$ cat src/rtl/fetch_unit_if.sv
// Fetch-stage bundle: instruction-cache request/response, decode-side controls and IF/ID outputs.
// The fetch unit takes the master side; the environment (cache, decode) takes the slave side.
interface fetch_unit_if;
    typedef logic [31:0] word_t;

    logic  ihit;
    word_t iload;
    logic  iREN;
    word_t iaddr;
    logic  stall;
    logic  redirect;
    word_t redirect_pc;
    logic  halt;
    word_t instruction;
    word_t pc_src;
    logic  valid;

    modport master (
        input  ihit, iload, stall, redirect, redirect_pc, halt,
        output iREN, iaddr, instruction, pc_src, valid
    );

    modport slave (
        output ihit, iload, stall, redirect, redirect_pc, halt,
        input  iREN, iaddr, instruction, pc_src, valid
    );
endinterface

$ cat src/rtl/fetch_unit.sv
// MIPS instruction fetch: PC, I-cache request and IF/ID register; 1-cycle hit-to-IF/ID latency.
// Stall holds PC and IF/ID; a miss is drained at the old address before a redirect target is used.
module fetch_unit #(
    parameter logic [31:0] PC_INIT = 32'h0000_0000
) (
    input logic        CLK,
    input logic        RST,
    fetch_unit_if.master fif
);
    typedef enum logic [1:0] {FETCH, DRAIN, HALTED} state_t;

    state_t      state;
    logic [31:0] pc;
    logic [31:0] pend_pc;
    logic [31:0] target;
    logic [31:0] pc_next_seq;

    assign target      = fif.redirect_pc & ~32'h3;
    assign pc_next_seq = pc + 32'd4;

    assign fif.iREN  = (state != HALTED) && !RST;
    assign fif.iaddr = pc;

    always_ff @(posedge CLK or posedge RST) begin
        if (RST) begin
            state           <= FETCH;
            pc              <= PC_INIT;
            pend_pc         <= 32'h0;
            fif.instruction <= 32'h0;
            fif.pc_src      <= 32'h0;
            fif.valid       <= 1'b0;
        end else begin
            case (state)
                FETCH: begin
                    if (fif.halt) begin
                        state           <= HALTED;
                        fif.instruction <= 32'h0;
                        fif.pc_src      <= 32'h0;
                        fif.valid       <= 1'b0;
                    end else if (fif.redirect) begin
                        // Redirect beats stall: the stalled instruction is on the squashed path.
                        if (fif.ihit) begin
                            pc <= target;
                        end else begin
                            pend_pc <= target;
                            state   <= DRAIN;
                        end
                        fif.instruction <= 32'h0;
                        fif.pc_src      <= 32'h0;
                        fif.valid       <= 1'b0;
                    end else if (fif.ihit && !fif.stall) begin
                        fif.instruction <= fif.iload;
                        fif.pc_src      <= pc_next_seq;
                        fif.valid       <= 1'b1;
                        pc              <= pc_next_seq;
                    end
                end
                DRAIN: begin
                    // The outstanding miss must complete at the old pc before switching address.
                    if (fif.halt) begin
                        state <= HALTED;
                    end else if (fif.ihit) begin
                        pc    <= fif.redirect ? target : pend_pc;
                        state <= FETCH;
                    end else if (fif.redirect) begin
                        pend_pc <= target;
                    end
                    fif.instruction <= 32'h0;
                    fif.pc_src      <= 32'h0;
                    fif.valid       <= 1'b0;
                end
                HALTED: begin
                end
                default: state <= HALTED;
            endcase
        end
    end
endmodule

$ cat src/flat_wrapper.sv
// flat-port wrapper written by rule: the top's interface ports become plain ports
module fetch_unit_flat 
#(
    parameter logic [31:0] PC_INIT = 32'h0000_0000
)
  (CLK, RST, fif_ihit, fif_iload, fif_stall, fif_redirect, fif_redirect_pc, fif_halt, fif_iREN, fif_iaddr, fif_instruction, fif_pc_src, fif_valid);
  fetch_unit_if fif_i ();
  input logic CLK;
  input logic RST;
  input wire logic [$bits(fif_i.ihit)-1:0] fif_ihit;
  input wire logic [$bits(fif_i.iload)-1:0] fif_iload;
  input wire logic [$bits(fif_i.stall)-1:0] fif_stall;
  input wire logic [$bits(fif_i.redirect)-1:0] fif_redirect;
  input wire logic [$bits(fif_i.redirect_pc)-1:0] fif_redirect_pc;
  input wire logic [$bits(fif_i.halt)-1:0] fif_halt;
  output wire logic [$bits(fif_i.iREN)-1:0] fif_iREN;
  output wire logic [$bits(fif_i.iaddr)-1:0] fif_iaddr;
  output wire logic [$bits(fif_i.instruction)-1:0] fif_instruction;
  output wire logic [$bits(fif_i.pc_src)-1:0] fif_pc_src;
  output wire logic [$bits(fif_i.valid)-1:0] fif_valid;
  assign fif_i.ihit = fif_ihit;
  assign fif_i.iload = fif_iload;
  assign fif_i.stall = fif_stall;
  assign fif_i.redirect = fif_redirect;
  assign fif_i.redirect_pc = fif_redirect_pc;
  assign fif_i.halt = fif_halt;
  assign fif_iREN = fif_i.iREN;
  assign fif_iaddr = fif_i.iaddr;
  assign fif_instruction = fif_i.instruction;
  assign fif_pc_src = fif_i.pc_src;
  assign fif_valid = fif_i.valid;
  fetch_unit #(.PC_INIT(PC_INIT)) u_core (.CLK(CLK), .RST(RST), .fif(fif_i));
endmodule
$ cat config.mk
export PLATFORM = sky130hd
export DESIGN_NAME = fetch_unit_flat
export DESIGN_NICKNAME = d
export VERILOG_FILES = /design/src/rtl/fetch_unit_if.sv /design/src/rtl/fetch_unit.sv /design/src/flat_wrapper.sv
export SDC_FILE = /design/constraint.sdc
export NUM_CORES = 1
export LEC_CHECK = 0
export BUFFER_PORTS_ARGS = -buffer_cell sky130_fd_sc_hd__buf_2
export CORE_MARGIN = 2
export CORE_UTILIZATION = 40
export DETAILED_ROUTE_END_ITERATION = 16
export GPL_TIMING_DRIVEN = 0
export PLACE_DENSITY_LB_ADDON = 0.12
export RECOVER_POWER = 100
export SYNTH_ARGS = -nofsm -noshare
export SYNTH_HDL_FRONTEND = slang
export SYNTH_SLANG_ARGS = --single-unit
$ cat constraint.sdc
create_clock -name CLK -period 6.3 [get_ports CLK]
set_input_delay 1.26 -clock CLK [delete_from_list [all_inputs] [get_ports CLK]]
set_output_delay 1.26 -clock CLK [all_outputs]
set_load 0.01 [all_outputs]
==> metrics.md <==
| Metric | Value |
|---|---|
| Status | `complete, but fails checks` |
| Failing checks | `capacitance limit, slew limit` |
| TritonCTS clock tree | `yes` |
| Period utilisation layout | `58.5%` |
| Worst slew margin | `-28.7%` |
| R2R Path Start | `u_core.state[1]$_DFFE_PP0P_` |
| Post-layout util | `50.6%` |
| Leak pwr | `3.37 nW` |
| Initial DRC count | `241` |
| Top-area cell type share of the netlist area | `52.7%` |
| Tmin final | `3.69 ns` |
| Die height | `129 microns` |
| Maximum vdd drop | `0.171 mV` |
| # rows | `45` |
| First-pass GRT wire length | `28000 microns` |
| Power per cell area | `267 nW/um^2` |
| Syn nets | `703` |
| Hold path startpoint | `u_core.fif.instruction[8]$_DFFE_PP0P_` |
| Cell variety after synth | `55` |
| Footprint of the multi-input gates | `2710 sq um` |
| Layout cells sized above 1 | `17.0%` |
| I/O Buffers | `164` |
| Fillcell total | `1483` |
| Drt via density | `5.32` |
| N_diodes | `0` |
| # nets final | `887` |
| Crit path max fanout | `10` |
| Number of synthesized register bits | `131` |
| Clock transition at path regs | `0.05 ns` |
| Die area | `16600 sq um` |
| Finish-stage setup viols | `0` |
| Hold depth | `2` |
| Final non-filler cell total | `1015` |
| CTS root buf | `clkbuf_16` |
| Cells after Synth | `632` |
| Setup bufs post-CTS | `0` |
| FFs w/ async S/R, synth | `100%` |
| Vias in the first global route | `5130` |
| Clk buf depth | `2` |
| Synthesized area per cell | `9.85 sq um` |
| Core Box Area | `15200 sq um` |
| HPWL Detailed | `13500 microns` |
| Reg2Reg Depth | `6` |
| Clock latency on the worst-skew pair | `0.41 ns` |
| Crit-path most repeated cell | `clkbuf_1` |
| Flop2flop setup slack | `3.19 ns` |
| CP startpoint kind | `input pin` |
| CP Class | `in2reg` |
| Top-level I/O count | `168` |
| Hold worst-path end | `u_core.fif.instruction[8]$_DFFE_PP0P_` |
| Num Clock Sinks | `131` |
| P&R area growth vs syn | `23.5%` |
| Crit-path cells | `clkbuf_1, nor2_1, or3_1, clkbuf_1, nor2_1, clkbuf_1, mux2_2` |
| Initial antenna violation count | `0` |
| Hold_ws | `0.470 ns` |
| Global route overflow | `0` |
| Initial Util | `40.9%` |
| Slowest stage cell on the critical path | `nor2_1` |
| EDFF count, synth | `0` |
| Clock Skew | `0.00794 ns` |
| Routed WL | `18100 microns` |
| Setup tns final | `0 ns` |
| Main synth FF type | `dfrtp_1` |
| Seq/Total Area, Yosys | `52.7%` |
| Drt first pass iters | `4` |
| Worst min path class | `reg2reg` |
| Die Wd | `129 microns` |
| Post-Synthesis Cell Area | `6220 sq um` |
| Ranking of synthesized cells by area | `dfrtp_1 (53%), nand2_1 (8.6%), o21ai_0 (5.5%)` |
| Max Cap Viol | `1` |
| Final slew viol count | `41` |
| Worst r2r dst | `u_core.pend_pc[20]$_DFFE_PP0P_` |
| CP max stage delay | `0.73 ns` |
| H-tree Lvls | `4` |
| Area leader, netlist | `dfrtp_1` |
| RSZ-0062 raised after global routing | `false` |
| TritonCTS Buffers | `17` |
| Placed Cells incl. Taps | `985` |
| ANT nets after route | `0` |
| Final Hold Viols | `0` |
| GPL Wtd Cong | `0.861` |
| Via count | `5399` |
| Drt wl/cell | `17.9 microns` |
| Fmax | `0.271 GHz` |
| CP Capture Type | `register` |
| Crit path required time | `6.60 ns` |
| Critical Path Start | `fif_redirect` |
| CTS Hold Buffers Added | `0` |
| # resized after CTS | `0` |
| Largest net degree at the start of global routing | `92` |
| Final Power | `0.00205 W` |
| Residual DRC | `0` |
| Total Routing Usage GR | `22.2%` |
| Worst Path Arrival | `3.98 ns` |
| Synth warn | `0` |
| Reg area | `3280 sq um` |
| Worst-margin pin slew | `1.92 ns` |
[cell usage after synthesis, drive strengths merged (4+ instances only)]
cell    number
mux2        28
o21a         6
a22oi        4
nand4       11
a22o         6
o21ai       72
inv          9
nand2      142
a21oi       23
dfrtp      131
nor4         5
a311oi       5
nor2        18
nor3         8
mux2i        9
xor2        13
xnor2       15
nand3       23
and4         4
buf         24
o22ai        4
clkbuf      15
and3        10
o221a        7
[area by class of cell]
type | instances | area share [%]
clock buffer | 26 | 6.76
timing repair buffer | 165 | 9.41
multi-input combinational | 453 | 35.3
clock inverter | 4 | 0.293
tap | 188 | 3.06
sequential | 131 | 42.7
buffer | 39 | 2.05
inverter | 9 | 0.456
[how the worst max path moves through the flow]
stage,to,slack (ns)
6_report,u_core.pend_pc[20]$_DFFE_PP0P_,2.61
5_1_grt,u_core.pend_pc[18]$_DFFE_PP0P_,2.36
4_1_cts,fif_iREN,3.38
3_3_place_gp,u_core.fif.instruction[8]$_DFFE_PP0P_,-0.07
3_5_place_dp,u_core.fif.instruction[3]$_DFFE_PP0P_,2.97
2_1_floorplan,u_core.fif.iaddr[0]$_DFFE_PP0P_,1.54
[worst max-delay path, delay by kind of cell]
family	cells	cell delay, ns
buffers and inverters	3	1.04
multiplexers	1	0.41
AND/OR/NAND/NOR	3	1.26
[power by group]
part	switching [W]	internal (W)	total, W
registers	0.0000527	0.000892	0.000945
logic	0.000122	0.0000852	0.000207
clock network	0.000338	0.000559	0.000897
total	0.000513	0.00154	0.00205
[sequential cells by signal, summed over array words and instances, names as in the netlist]
signal / flops
u_core.pend_pc: 32
u_core.fif.valid: 1
u_core.state: 2
u_core.fif.iaddr: 32
u_core.fif.instruction: 32
u_core.fif.pc_src: 32
[cell families after synthesis]
kind of cell | share of synthesized area (%)
and+or+nand+nor | 18.0
adders and majority gates | 0.201
AOI/OAI and AO/OA | 15.1
muxes | 6.51
xor gates and xnor gates | 3.94
DFF | 52.7
buffers and inverters | 3.54
[cells in the final DEF, fill, tap and decap left out, drive strengths merged, types with 4 or more instances in the layout]
cell type | netlist | final
clkbuf | 15 | 158
nand2 | 142 | 142
dfrtp | 131 | 131
o21ai | 72 | 72
buf | 24 | 72
mux2 | 28 | 28
nand3 | 23 | 23
a21oi | 23 | 23
nor2 | 18 | 18
xnor2 | 15 | 15
xor2 | 13 | 13
nand4 | 11 | 11
and3 | 10 | 10
mux2i | 9 | 9
inv | 9 | 8
nor3 | 8 | 8
o221a | 7 | 7
o21a | 6 | 6
a22o | 6 | 6
a311oi | 5 | 5
nor4 | 5 | 5
and4 | 4 | 4
o22ai | 4 | 4
a22oi | 4 | 4
[per-layer routing]
layer  GRT usage, %  wire (microns)  vias to the layer above
met1           31.0            8620                     2623
met5              0               0                        -
met3           4.66             969                       16
li1               -               -                     2595
met4           7.16             186                        0
met2           34.9            8360                      165
[stage by stage]
stage	worst slack, ns	cell area [sq um]
global route	2.36	7680
CTS	3.38	7860
global placement	-0.0700	7280
detailed placement	2.97	7310
finish	2.61	7680
floorplan	1.54	6220
No activity file was read; power rests on OpenSTA's default activity.
